==> src/rtl/jtag_command_dispatcher.sv <==
// System-clock consumer of the synchronized JTAG command flag: captures the shadow
// command, runs one bus read/write with timeout, publishes the response, then clears the flag.
module jtag_command_dispatcher #(
  parameter int DATA_WIDTH     = 32,
  parameter int ADDR_WIDTH     = 32,
  parameter int TIMEOUT_CYCLES = 1024
) (
  input  logic                  clk,
  input  logic                  reset,
  input  logic                  cmd_flag,
  input  logic [1:0]            cmd_opcode,
  input  logic [ADDR_WIDTH-1:0] cmd_addr,
  input  logic [DATA_WIDTH-1:0] cmd_wdata,
  output logic                  flag_clear,
  output logic                  bus_request,
  input  logic                  bus_grant,
  output logic [ADDR_WIDTH-1:0] bus_address,
  output logic                  bus_write,
  output logic [DATA_WIDTH-1:0] bus_wdata,
  input  logic [DATA_WIDTH-1:0] bus_rdata,
  input  logic                  bus_done,
  output logic                  busy,
  output logic                  rsp_valid,
  output logic [DATA_WIDTH-1:0] rsp_data,
  output logic [1:0]            rsp_status,
  output logic [7:0]            cmd_count
);

  localparam logic [2:0] ST_IDLE     = 3'd0;
  localparam logic [2:0] ST_CAPTURE  = 3'd1;
  localparam logic [2:0] ST_REQ      = 3'd2;
  localparam logic [2:0] ST_XFER     = 3'd3;
  localparam logic [2:0] ST_RESP     = 3'd4;
  localparam logic [2:0] ST_WAIT_CLR = 3'd5;

  localparam logic [1:0] OP_NOP  = 2'b00;
  localparam logic [1:0] OP_READ = 2'b01;
  localparam logic [1:0] OP_RSVD = 2'b11;

  localparam logic [1:0] STAT_OK      = 2'b00;
  localparam logic [1:0] STAT_TIMEOUT = 2'b01;
  localparam logic [1:0] STAT_BADOP   = 2'b10;

  localparam int                 CNT_W    = $clog2(TIMEOUT_CYCLES) + 1;
  localparam logic [CNT_W-1:0]   CNT_LAST = CNT_W'(TIMEOUT_CYCLES - 1);
  localparam logic [CNT_W-1:0]   CNT_ONE  = CNT_W'(1);

  logic [2:0]            state_q, state_d;
  logic [1:0]            opcode_q, opcode_d;
  logic [CNT_W-1:0]      tmo_cnt_q, tmo_cnt_d;
  logic                  flag_clear_q, flag_clear_d;
  logic                  bus_request_q, bus_request_d;
  logic [ADDR_WIDTH-1:0] bus_address_q, bus_address_d;
  logic                  bus_write_q, bus_write_d;
  logic [DATA_WIDTH-1:0] bus_wdata_q, bus_wdata_d;
  logic                  busy_q, busy_d;
  logic                  rsp_valid_q, rsp_valid_d;
  logic [DATA_WIDTH-1:0] rsp_data_q, rsp_data_d;
  logic [1:0]            rsp_status_q, rsp_status_d;
  logic [7:0]            cmd_count_q, cmd_count_d;

  // Next-state, response and output computation; all outputs are registered from *_d.
  always_comb begin
    state_d       = state_q;
    opcode_d      = opcode_q;
    tmo_cnt_d     = tmo_cnt_q;
    bus_address_d = bus_address_q;
    bus_write_d   = bus_write_q;
    bus_wdata_d   = bus_wdata_q;
    rsp_data_d    = rsp_data_q;
    rsp_status_d  = rsp_status_q;
    cmd_count_d   = cmd_count_q;
    rsp_valid_d   = 1'b0;

    case (state_q)
      ST_IDLE: begin
        if (cmd_flag) state_d = ST_CAPTURE;
        else          state_d = ST_IDLE;
      end
      ST_CAPTURE: begin
        bus_address_d = cmd_addr;
        bus_wdata_d   = cmd_wdata;
        bus_write_d   = cmd_opcode[1];
        opcode_d      = cmd_opcode;
        tmo_cnt_d     = '0;
        case (cmd_opcode)
          OP_NOP: begin
            state_d      = ST_RESP;
            rsp_status_d = STAT_OK;
            rsp_data_d   = '0;
          end
          OP_RSVD: begin
            state_d      = ST_RESP;
            rsp_status_d = STAT_BADOP;
            rsp_data_d   = '0;
          end
          default: state_d = ST_REQ;
        endcase
      end
      ST_REQ, ST_XFER: begin
        tmo_cnt_d = tmo_cnt_q + CNT_ONE;
        // A done strobe on the expiry cycle still counts as a successful transfer.
        if (bus_done) begin
          state_d      = ST_RESP;
          rsp_status_d = STAT_OK;
          if (opcode_q == OP_READ) rsp_data_d = bus_rdata;
          else                     rsp_data_d = '0;
        end else if (tmo_cnt_q == CNT_LAST) begin
          state_d      = ST_RESP;
          rsp_status_d = STAT_TIMEOUT;
          rsp_data_d   = '0;
        end else if (state_q == ST_REQ && bus_grant) begin
          state_d = ST_XFER;
        end else begin
          state_d = state_q;
        end
      end
      ST_RESP: state_d = ST_WAIT_CLR;
      ST_WAIT_CLR: begin
        if (cmd_flag) state_d = ST_WAIT_CLR;
        else          state_d = ST_IDLE;
      end
      default: state_d = ST_IDLE;
    endcase

    if (state_d == ST_RESP) begin
      rsp_valid_d = 1'b1;
      cmd_count_d = cmd_count_q + 8'd1;
    end else begin
      rsp_valid_d = 1'b0;
      cmd_count_d = cmd_count_q;
    end

    flag_clear_d  = (state_d == ST_WAIT_CLR);
    bus_request_d = (state_d == ST_REQ) || (state_d == ST_XFER);
    busy_d        = (state_d != ST_IDLE);
  end

  // State and output registers with synchronous reset.
  always_ff @(posedge clk) begin
    if (reset) begin
      state_q       <= ST_IDLE;
      opcode_q      <= 2'b00;
      tmo_cnt_q     <= '0;
      flag_clear_q  <= 1'b0;
      bus_request_q <= 1'b0;
      bus_address_q <= '0;
      bus_write_q   <= 1'b0;
      bus_wdata_q   <= '0;
      busy_q        <= 1'b0;
      rsp_valid_q   <= 1'b0;
      rsp_data_q    <= '0;
      rsp_status_q  <= 2'b00;
      cmd_count_q   <= 8'd0;
    end else begin
      state_q       <= state_d;
      opcode_q      <= opcode_d;
      tmo_cnt_q     <= tmo_cnt_d;
      flag_clear_q  <= flag_clear_d;
      bus_request_q <= bus_request_d;
      bus_address_q <= bus_address_d;
      bus_write_q   <= bus_write_d;
      bus_wdata_q   <= bus_wdata_d;
      busy_q        <= busy_d;
      rsp_valid_q   <= rsp_valid_d;
      rsp_data_q    <= rsp_data_d;
      rsp_status_q  <= rsp_status_d;
      cmd_count_q   <= cmd_count_d;
    end
  end

  assign flag_clear  = flag_clear_q;
  assign bus_request = bus_request_q;
  assign bus_address = bus_address_q;
  assign bus_write   = bus_write_q;
  assign bus_wdata   = bus_wdata_q;
  assign busy        = busy_q;
  assign rsp_valid   = rsp_valid_q;
  assign rsp_data    = rsp_data_q;
  assign rsp_status  = rsp_status_q;
  assign cmd_count   = cmd_count_q;

endmodule

==> config.mk <==
export PLATFORM = sky130hd
export DESIGN_NAME = jtag_command_dispatcher
export DESIGN_NICKNAME = d
export VERILOG_FILES = /design/src/rtl/jtag_command_dispatcher.sv
export SDC_FILE = /design/constraint.sdc
export NUM_CORES = 1
export LEC_CHECK = 0
export BUFFER_PORTS_ARGS = -buffer_cell sky130_fd_sc_hd__buf_2
export CORE_MARGIN = 8
export CORE_UTILIZATION = 45
export CTS_CLUSTER_DIAMETER = 80
export DETAILED_ROUTE_END_ITERATION = 8
export PLACE_DENSITY_LB_ADDON = 0.08
export SLEW_MARGIN = 25
export SYNTH_ARGS = -nofsm -noshare
export SYNTH_HDL_FRONTEND = slang
export SYNTH_SLANG_ARGS = --single-unit
==> constraint.sdc <==
create_clock -name clk -period 5.8 [get_ports clk]
set_input_delay 1.16 -clock clk [delete_from_list [all_inputs] [get_ports clk]]
set_output_delay 1.16 -clock clk [all_outputs]
set_load 0.02 [all_outputs]
[Word-level counts from Yosys, hierarchy flattened]
Cells that the tools add are included.
Word-level totals
  register bits: 127
  input port bits: 103
  output and inout port bits: 111
  logic and storage cells: 58
Operators by class
  $add $sub $neg: 2
  equal/unequal tests: 15
  muxes and demuxes: 18
  reduce and logical (&&, ||, !) cells: 10
Operators by type and width (number)
  32-bit two-way mux: 4
  32-bit one-hot mux with 2 select lines: 1
  11-bit one-hot mux with 2 select lines: 1
  3-bit two-way mux: 5
  3-bit one-hot mux with 5 select lines: 1
  3-bit by 2-bit equality test with 1-bit output, second input constant: 4
  3-bit equality test, second input constant: 4
  11-bit by 1-bit adder with 11-bit output, second input constant: 1
  11-bit by 10-bit equality test with 1-bit output, second input constant: 1
  8-bit by 1-bit adder with 8-bit output, second input constant: 1
  2-bit one-hot mux with 2 select lines: 2
  3-bit != test, second input constant: 2
  3-bit AND reduction: 2
  2-bit two-way mux: 2
  2-bit OR reduction: 2
  3-bit by 1-bit equality test with 1-bit output, second input constant: 1
  3-bit logical NOT: 1
  3-bit nonzero test: 1
  2-bit by 1-bit equality test with 1-bit output, second input constant: 1
  2-bit equality test, second input constant: 1
  2-bit logical NOT: 1
  1-bit two-way mux: 2
  2-bit != test, second input constant: 1
  2-bit nonzero test: 1
  other kinds (2): 2

[Logic depth before layout (Yosys ltp)]
Gate-level depths: netlist of the first run.
  word-level depth: 8
  depth in mapped cells: 7
  depth with buffers taken out: 6

[Least setup slack after synthesis of the first run]
No wires, ideal clock.
  path type: input -> register
  start: input port cmd_opcode[0]
  end: register cmd_count_q[7] (netlist: cmd_count[7])
  setup time: 0.123 ns
  data arrival time: 2.666 ns
  data required time: 5.677 ns
  slack: 3.010 ns
  cell stages on the path: 7
  path buffers: 1
  cell sequence: inv_1 > ha_1 > nand2b_1 > and2_1 > buf_2 > a2111oi_1 > mux2_1
Between the ends
  cells in the longest elaborated chain, start to end: 5
  elaborated cells between the ends (all ways): 6
  classes of those cells: eq/ne (2); mux (2); reduce/logical (2)
Ends and longest elaborated chain
  start, declared: RTL line 11  | input logic [1:0] cmd_opcode,
  2-bit equality test / 2-bit logical NOT (equally long branches): RTL line 86  | case (cmd_opcode)
  2-bit OR reduction (no source line) *
  3-bit two-way mux *: RTL line 86
  3-bit one-hot mux with 5 select lines *: RTL line 75  | case (state_q)
  3-bit equality test *: RTL line 126  | if (state_d == ST_RESP) begin
  end signal, assigned: RTL line 168  | cmd_count_q <= cmd_count_d;
  end, declared: RTL line 60  | logic [7:0] cmd_count_q, cmd_count_d;
Mark *: on every way between the ends. The rest lies on a longest branch, timed or not.
A chain may end at the register's enable or synchronous reset.

[Worst setup path after layout of the first run]
  start: input port bus_done
  end: register rsp_data_q[29] (netlist: rsp_data[29])
Between the ends
  cells in the longest elaborated chain, start to end: 2
  elaborated cells between the ends (all ways): 4
  classes of those cells: eq/ne (1); mux (2); reduce/logical (1)
Ends and longest elaborated chain
  start, declared: RTL line 21  | input logic bus_done,
  3-bit != test (no source line) / 32-bit two-way mux (equally long branches)
  3-bit AND reduction (no source line) / 32-bit one-hot mux with 2 select lines (equally long branches)
  end signal, assigned: RTL line 166  | rsp_data_q <= rsp_data_d;
  end, declared: RTL line 58  | logic [DATA_WIDTH-1:0] rsp_data_q, rsp_data_d;
Parallel ways exist; a longest one is shown, timed or not.

==> results of run 1 <==
[Yosys cell counts (all sizes together), types with 3 or more instances]
cell type and instances:
mux2 9, clkbuf 30, nor3 3, nand2 147
nor2 18, nor2b 6, buf 10, o21ai 3
a2111oi 6, ha 4, nand3 7, a21oi 80
a211oi 3, nor4 6, a22o 32, inv 8
dfxtp 126, o211ai 4
[power breakdown]
group	leakage (nW)	switching [mW]	total [mW]	internal [mW]
Combinational	1.63	0.184	0.281	0.0964
Clock	0.267	0.412	0.985	0.574
Sequential	1.02	0.0307	0.940	0.909
[worst paths after layout]
kind,slack [ps],end,cells past startpoint,start
worst min-delay path,450,bus_wdata[2],2,bus_wdata[2]
worst max-delay path,2910,rsp_data[29],6,bus_done
worst max register to register,2910,rsp_data[29],5,state_q[2]
worst min register to register,450,bus_wdata[2],2,bus_wdata[2]
[flip-flops by register name, summed over array words and instances (netlist names)]
signal	count
bus_address	32
bus_request	1
bus_wdata	32
busy	1
cmd_count	8
flag_clear	1
opcode_q	2
rsp_data	32
rsp_status	2
rsp_valid	1
state_q	3
tmo_cnt_q	11
[metrics by stage]
stage          hold slack [ps]  utilization (%)
6_report                 451.5            62.47
5_1_grt                  467.1            62.47
4_1_cts                  451.4            62.43
3_5_place_dp             443.1            57.06
3_3_place_gp             439.3            56.91
2_1_floorplan            436.6                -
[final cells by class]
| class | instances | area share (%) |
|---|---|---|
| tap | 136 | 2.639 |
| multi-input combinational | 361 | 31.86 |
| inverter | 8 | 0.4657 |
| clock inverter | 15 | 2.173 |
| timing repair buffer | 218 | 17.33 |
| sequential | 126 | 39.12 |
| clock buffer | 17 | 6.422 |
[metal layers]
metal  vias to the layer above  wire, um
met5                         -         0
met4                         0       263
met3                        19      1306
met2                       163      6605
met1                      2109      5807
li1                       2242         -
[critical path, cell delays in order]
cell and delay [ps]:
buf_2 130, nor3b_2 780, a211oi_1 210, a211oi_4 660, buf_8 240, a22o_1 160
[kinds of logic (layout without fill, tap and decap cells)]
| logic type | Yosys count | in the layout | synth area share [%] |
|---|---|---|---|
| simple gates | 202 | 202 | 18.59 |
| fa+ha+maj | 5 | 5 | 1.260 |
| compound gates | 145 | 145 | 20.64 |
| mux | 9 | 9 | 2.126 |
| buf+inv | 48 | 258 | 4.463 |
| flops | 126 | 126 | 52.93 |
==> impl_results.md, run 1 <==
* Num CTS Buffers at 17
* First-pass GRT wire length at 23080 um
* Number of synthesized flops with an enable pin at 0
* Mean post-synth cell area at 8.908 sq um
* Most frequent cells in the layout: buf_2 (212), nand2_1 (147), dfxtp_1 (126)
* Die Width at 118.9 um
* Yosys reg bits at 126
* Max Clock Skew at 8.972 ps
* Pwr/cell area at 342.0 nW/um^2
* Top post-synthesis cells by area: dfxtp_1 (53%), nand2_1 (12%), a21oi_1 (8.4%)
* Synth cell types at 51
* Area Overhead vs Synth at 35.31%
* GRT Util Overall at 19.78%
* Core area at 10320 sq um
* Clock slew at reported path FFs at 60 ps
* Port buffer count at 213
* Cts hold-fix bufs at 0
* Post_cts resized at 0
* Pins Over Slew Limit at 0
* DRC violations left at 0
* Run status: complete, no violations
* Final WL at 13980 um
* Crit-path max FO at 17
* Vias in the first global route at 4552
* Initial antenna violation count at 0
* Die area at 14140 sq um
* Met3 Use GR at 9.400%
* Total number of vias at 4533
* CP Capture Type: flop
* Worst VDD drop at 237.1 uV
* Worst setup path category: input port to flop
* Dpl cell area at 5891 sq um
* DP HPWL at 9951 um
* CTS tree: yes
* RePlAce Congestion at 0.7787
* Syn. warnings at 0
* Routing usage on met2 at 31.76%
* Min Tclk post-route at 2895 ps
* # IOs at 214
* Multi-input logic area at 2054 sq um
* RSZ-0062 raised after global routing: false
* Grt ovf at 0
* Clock sink count at 126
* GRT busiest layer: met2
* Number of DRC markers in iteration 0 at 335
* FFs w/ async S/R, synth at 0%
* Filler cells at 958
* Chip Height at 118.9 um
* CTS Buffer Depth at 2
* Worst-Skew Late Latency at 520 ps
* Area share of the largest cell type after synthesis at 52.93%
* Met1 GRT Util at 22.37%
* Commonest non-fill, non-tap cell in the layout: buf_2
* Drt pass-1 iters at 4
* Worst Path Required at 6260 ps
* Worst setup SP type: input port
* Synth area leader: dfxtp_1
* Wire per inst at 15.87 um
* Prevailing post-synth register cell: dfxtp_1
* Final period utilization at 49.91%
* Post-Syn Nets at 642
* # H-tree levels at 4
* Post-Layout Cell Count at 881
* Largest net degree at the start of global routing at 103
* Leak pwr at 2.916 nW
* Slew margin rel. at 33.06%
* Post-Syn Area at 4766 sq um
* # setup viols final at 0
* Worst slack, placed at 2418 ps
* Final net count at 839
* Postcts setup bufs at 0
* Max-cap violations at 0
* Diodes inserted at 0
* Crit path DAT at 3350 ps
* Starting Density at 46.16%
* Mapped Cells at 535
* Setup_tns at 0 ps
* Cell Rows at 37
* Cells after DPL at 849
* Total chip power at 2.206 mW
* Seq/Total Area, Yosys at 52.93%
* Hold crit path type: flop to flop
* FMAX at 0.3455 GHz
* Sequential cell area at 2522 sq um
* Vias/cell at 5.145
* Share of post-route cells with drive strength above 1 at 35.84%
* Clock root buffer master: clkbuf_8
* Antenna Violating Nets Remaining at 0
* Least-Margin Pin Slew at 994.9 ps
* Final hold violations at 0
* PnR worst setup slack at 2905 ps
* Final instance area at 6449 sq um
Note: power is estimated with default switching activity, not from simulation.
==> run 2, diff against run 1 <==
==> constraint.sdc (replaced) <==
create_clock -name clk -period 2.91 [get_ports clk]
set_input_delay 0.582 -clock clk [delete_from_list [all_inputs] [get_ports clk]]
set_output_delay 0.582 -clock clk [all_outputs]
set_load 0.02 [all_outputs]
==> run 2 against run 1 <==
  * Critical endpoint is now cmd_count[7]
  * Design area increased by 0.45%
  * Sequential share of layout area is 0.17 points lower
  * Largest cell class unchanged
  * Via count is 0.22% higher
==> impl_results.md, run 2 (synthesis gave the netlist of run 1 again) <==
* Run status: complete, no violations
* Worst slack, placed at 397.1 ps (-2021 ps)
* Post-layout util at 62.74% (+0.28 points)
* Wire per inst at 16.08 um (+1.3%)
* CP Capture Point: cmd_count[7]
* First-pass GRT wire length at 22720 um (-1.6%)
* FMAX at 0.4265 GHz
* PnR worst setup slack at 565.3 ps (-2340 ps)
* # setup viols final at 0 (unchanged)
* Final WL at 14200 um (+1.5%)
* Starting Density at 46.16% (unchanged)
* Share of post-route cells with drive strength above 1 at 35.61% (-0.23 points)
* Vias in the first global route at 4625 (+1.6%)
* Max Clock Skew at 7.222 ps (-1.750 ps)
* Pins Over Slew Limit at 0 (unchanged)
* Worst setup path category: flop to flop
* CTS Buffer Depth at 2 (unchanged)
* RR Startpoint: tmo_cnt_q[0]
* Min Tclk post-route at 2345 ps
* Grt ovf at 0 (unchanged)
* Final net count at 843 (+0.48%)
* Max-cap violations at 0 (unchanged)
* Drt pass-1 iters at 4 (unchanged)
* Worst VDD drop at 456.0 uV (+92%)
* GRT Util Overall at 19.50% (-0.27 points)
* Die area at 14140 sq um (unchanged)
* Pwr/cell area at 686.6 nW/um^2 (+100%)
* Crit path DAT at 2740 ps (-610 ps)
* Total number of vias at 4543 (+0.22%)
* Cell Rows at 37 (unchanged)
* DP HPWL at 10120 um (+1.7%)
* Area Overhead vs Synth at 35.91%
* Reg2Reg Depth at 5 (unchanged)
* Die Width at 118.9 um (unchanged)
* CP Capture Type: flop
* Critical path launch point: tmo_cnt_q[0]
* Reg2reg end: cmd_count[7]
* Cts hold-fix bufs at 0 (unchanged)
* Dpl cell area at 5913 sq um (+0.38%)
* CTS tree: yes
* Post_cts resized at 0 (unchanged)
* Worst-Skew Late Latency at 510 ps (about the same)
* Hold crit path type: input port to flop
* Slew margin rel. at 53.86% (+21 points)
* Core area at 10320 sq um (unchanged)
* Largest net degree at the start of global routing at 65 (-37%)
* Num CTS Buffers at 17 (unchanged)
* Clock slew at reported path FFs at 50 ps (about the same)
* Clock sink count at 126 (unchanged)
* RSZ-0062 raised after global routing: false
* Diodes inserted at 0 (unchanged)
* Chip Height at 118.9 um (unchanged)
* Postcts setup bufs at 0 (unchanged)
* Final period utilization at 80.57%
* Number of DRC markers in iteration 0 at 199 (-41%)
* Least-Margin Pin Slew at 692.0 ps (-302.9 ps)
* Initial antenna violation count at 0 (unchanged)
* # IOs at 214 (unchanged)
* Reg-to-reg slack, setup at 570 ps (-2340 ps)
* Clock root buffer master: clkbuf_8
* RePlAce Congestion at 0.7615 (-2.2%)
* Antenna Violating Nets Remaining at 0 (unchanged)
* Worst setup SP type: flop
* # H-tree levels at 4 (unchanged)
* Setup_tns at 0 ps (unchanged)
* Leak pwr at 2.948 nW (+1.1%)
* Hold_ws at 274.0 ps (-177.5 ps)
* Filler cells at 925 (-3.4%)
* Vias/cell at 5.145 (about the same)
* Crit-path max FO at 12 (-5)
* Final hold violations at 0 (unchanged)
* Worst Path Required at 3310 ps (-2950 ps)
* Final instance area at 6477 sq um (+0.45%)
* Commonest non-fill, non-tap cell in the layout: buf_2
* Port buffer count at 213 (unchanged)
* DRC violations left at 0 (unchanged)
* Most frequent cells in the layout: buf_2 (212), nand2_1 (147), dfxtp_1 (126)
==> run 2: stage by stage <==
stage,instances,total power [mW]
floorplan,535,2.247
global placement,853,2.461
detailed placement,853,2.473
CTS,883,4.498
global route,883,4.626
finish,883,4.448
==> run 2: worst min path at each step <==
stage                              from             to  slack (ps)  cells after the start
after floorplan             opcode_q[0]    opcode_q[0]         440                      2
after global placement    bus_wdata[19]  bus_wdata[19]         440                      2
after detailed placement   bus_wdata[4]   bus_wdata[4]         440                      2
after CTS                 bus_rdata[17]   rsp_data[17]         240                      2
after global routing      bus_rdata[18]   rsp_data[18]         260                      2
final                     bus_rdata[17]   rsp_data[17]         270                      2
==> run 2: power by group <==
group | switching (mW) | internal (mW)
clock network | 0.717 | 1.30
registers | 0.0509 | 1.81
logic | 0.378 | 0.193
total | 1.15 | 3.30
==> run 2: area by class of cell <==
cell class                      count  area [sq um]  area share [%]
Sequential cell                   126          2522           38.94
Multi-Input combinational cell    361          2054           31.72
Timing Repair Buffer              222          1136           17.54
Clock buffer                       24         480.5           7.417
Tap cell                          136         170.2           2.627
Clock inverter                      6         83.83           1.294
Inverter                            8         30.03          0.4636
==> run 2: critical path, cell delays in order, from the launching register on <==
cell       delay (ps)
dfxtp_1           370
ha_1              260
nand3_4           110
or4_4             620
a2111oi_1         500
mux2_1            360
==> run 2: metal layers <==
| metal | GRT usage, % | wire length (um) | vias up |
|---|---|---|---|
| met4 | 7.747 | 206 | 0 |
| met2 | 33.13 | 6986 | 167 |
| met3 | 9.684 | 1345 | 18 |
| li1 | - | - | 2249 |
| met1 | 20.27 | 5660 | 2109 |
| met5 | 0 | 0 | - |
==> run 3, diff against run 2 <==
==> constraint.sdc (replaced) <==
create_clock -name clk -period 2.4 [get_ports clk]
set_input_delay 0.48 -clock clk [delete_from_list [all_inputs] [get_ports clk]]
set_output_delay 0.48 -clock clk [all_outputs]
set_load 0.02 [all_outputs]
==> run 3 against run 2 <==
  * Hold slack got worse by 100 ps
  * Critical path depth did not move
  * Via count fell by 0.26%
  * Critical path type unchanged
==> impl_results.md, run 3 (synthesis gave the netlist of run 1 again) <==
* Antenna Violating Nets Remaining at 0 (unchanged)
* Grt ovf at 0 (unchanged)
* Dpl cell area at 5976 sq um (+1.1%)
* Total number of vias at 4531 (-0.26%)
* Die Width at 118.9 um (unchanged)
* Hold Startpoint: bus_rdata[27]
* Starting Density at 46.16% (unchanged)
* Num CTS Buffers at 17 (unchanged)
* Cells after DPL at 857 (+0.47%)
* Hold_ws at 174.2 ps (-99.76 ps)
* Worst Path Required at 2790 ps (-520 ps)
* Worst slack, placed at -49.17 ps (-446.3 ps)
* RR Startpoint: tmo_cnt_q[0]
* Chip Height at 118.9 um (unchanged)
* Comb pwr share at 13.0% (+0.2 points)
* Commonest non-fill, non-tap cell in the layout: buf_2
* Reg power frac at 41.0% (-0.9 points)
* Int Pwr at 4.122 mW (+25%)
* First-pass GRT wire length at 22400 um (-1.4%)
* CTS Buffer Depth at 2 (unchanged)
* Post-Layout Cell Count at 889 (+0.68%)
* Vias in the first global route at 4444 (-3.9%)
* Worst Hold Depth at 2 (unchanged)
* Clock root buffer master: clkbuf_8
* Final WL at 13980 um (-1.5%)
* Share of post-route cells with drive strength above 1 at 36.39% (+0.78 points)
* Area Overhead vs Synth at 38.12%
* Initial antenna violation count at 0 (unchanged)
* Cell Rows at 37 (unchanged)
* DP HPWL at 10150 um (+0.31%)
* Reg2Reg Depth at 5 (unchanged)
* Slew margin rel. at 51.33% (-2.5 points)
* Crit-path max FO at 12 (unchanged)
* Final instance area at 6583 sq um (+1.6%)
* Largest net degree at the start of global routing at 67 (+3.1%)
* Clock power share at 46.0% (+0.7 points)
* CTS tree: yes
* RePlAce Congestion at 0.7606 (-0.12%)
* Port buffer count at 213 (unchanged)
* # IOs at 214 (unchanged)
* Final period utilization at 94.73% (+14 points)
* CP Capture Type: flop
* Min Tclk post-route at 2273 ps (-71.23 ps)
* # setup viols final at 0 (unchanged)
* Max Clock Skew at 4.007 ps (-3.215 ps)
* Min-Delay Endpoint: rsp_data[27]
* Clock sink count at 126 (unchanged)
* Leak pwr at 2.998 nW (+1.7%)
* Reg-to-reg slack, setup at 130 ps (-440 ps)
* Worst setup SP type: flop
* # H-tree levels at 4 (unchanged)
* Crit path DAT at 2670 ps (-70 ps)
* Run status: complete, no violations
* Worst setup path category: flop to flop
* Most frequent cells in the layout: buf_2 (212), nand2_1 (147), dfxtp_1 (126)
* Switch share at 25.18% (-0.59 points)
* FMAX at 0.4399 GHz (+3.1%)
* Hold crit path type: input port to flop
* Pins Over Slew Limit at 0 (unchanged)
* Sw power at 1.387 mW (+21%)
* Postcts setup bufs at 0 (unchanged)
* Reg2reg end: cmd_count[6]
* Max-cap violations at 0 (unchanged)
* Final net count at 847 (+0.47%)
* Worst VDD drop at 693.0 uV (+52%)
* Post-layout util at 63.76% (+1.0 points)
* Number of DRC markers in iteration 0 at 328 (+65%)
* Final hold violations at 0 (unchanged)
* Vias/cell at 5.097 (-0.94%)
* Wire per inst at 15.73 um (-2.2%)
* GRT Util Overall at 19.38% (-0.12 points)
* DRC violations left at 0 (unchanged)
* PnR worst setup slack at 126.5 ps (-438.8 ps)
* Die area at 14140 sq um (unchanged)
* Worst-Skew Late Latency at 510 ps (about the same)
* Core area at 10320 sq um (unchanged)
* Clock slew at reported path FFs at 60 ps (about the same)
* Pwr/cell area at 836.8 nW/um^2 (+22%)
* RSZ-0062 raised after global routing: false
* Drt pass-1 iters at 5 (+1)
* Diodes inserted at 0 (unchanged)
* Least-Margin Pin Slew at 727.8 ps (+35.73 ps)
## run 3: repair_timing
| action | 4_1_cts | 5_1_grt |
|---|---|---|
| resized for setup | 0 | 2 |
| endpoints found under the setup margin | 0 | 1 |
| hold buffers | 0 | 0 |
## run 3: per-layer routing
metal	up-vias	global-route usage (%)	routed length [um]
met1	2104	20.86	5572
met2	163	31.97	6812
met4	0	6.640	184
met3	13	10.34	1416
li1	2251	-	-
met5	-	0	0
## run 3: power groups by stage
stage	clock, mW	sequential (mW)	combinational (mW)
after floorplan	0	2.41	0.311
after global placement	0	2.30	0.708
after detailed placement	0	2.30	0.724
after CTS	2.58	2.26	0.726
after global routing	2.67	2.27	0.792
final	2.53	2.26	0.718
## run 3: layout make-up
class	instances	area (sq um)
fill	890	3741
multi-input combinational	361	2064
clock inverter	5	75.07
tap	136	170.2
timing repair buffer	226	1199
sequential	126	2522
inverter	8	30.03
clock buffer	27	521.8
## run 3: metrics by stage
| stage | TNS [ps] | power, mW |
|---|---|---|
| after floorplan | 0 | 2.724 |
| after global placement | -7483 | 3.006 |
| after detailed placement | -63.07 | 3.025 |
| after CTS | 0 | 5.566 |
| after global routing | 0 | 5.735 |
| final | 0 | 5.508 |
## run 3: how the worst max path moves through the flow
stage | depth (start not counted) | to | slack [ps] | startpoint
floorplan | 6 | cmd_count[5] | 250 | tmo_cnt_q[0]
global placement | 7 | rsp_data[27] | -240 | cmd_opcode[0]
detailed placement | 8 | cmd_count[7] | -50 | cmd_opcode[0]
CTS | 5 | cmd_count[2] | 60 | tmo_cnt_q[0]
global route | 5 | cmd_count[7] | 20 | tmo_cnt_q[0]
finish | 5 | cmd_count[6] | 130 | tmo_cnt_q[0]
## run 3: worst max-delay path, stage by stage, from the launching register on
cell	delay (ps)
dfxtp_1	370
ha_1	260
nand3_4	120
or4_4	620
a2111oi_2	410
mux2_1	370
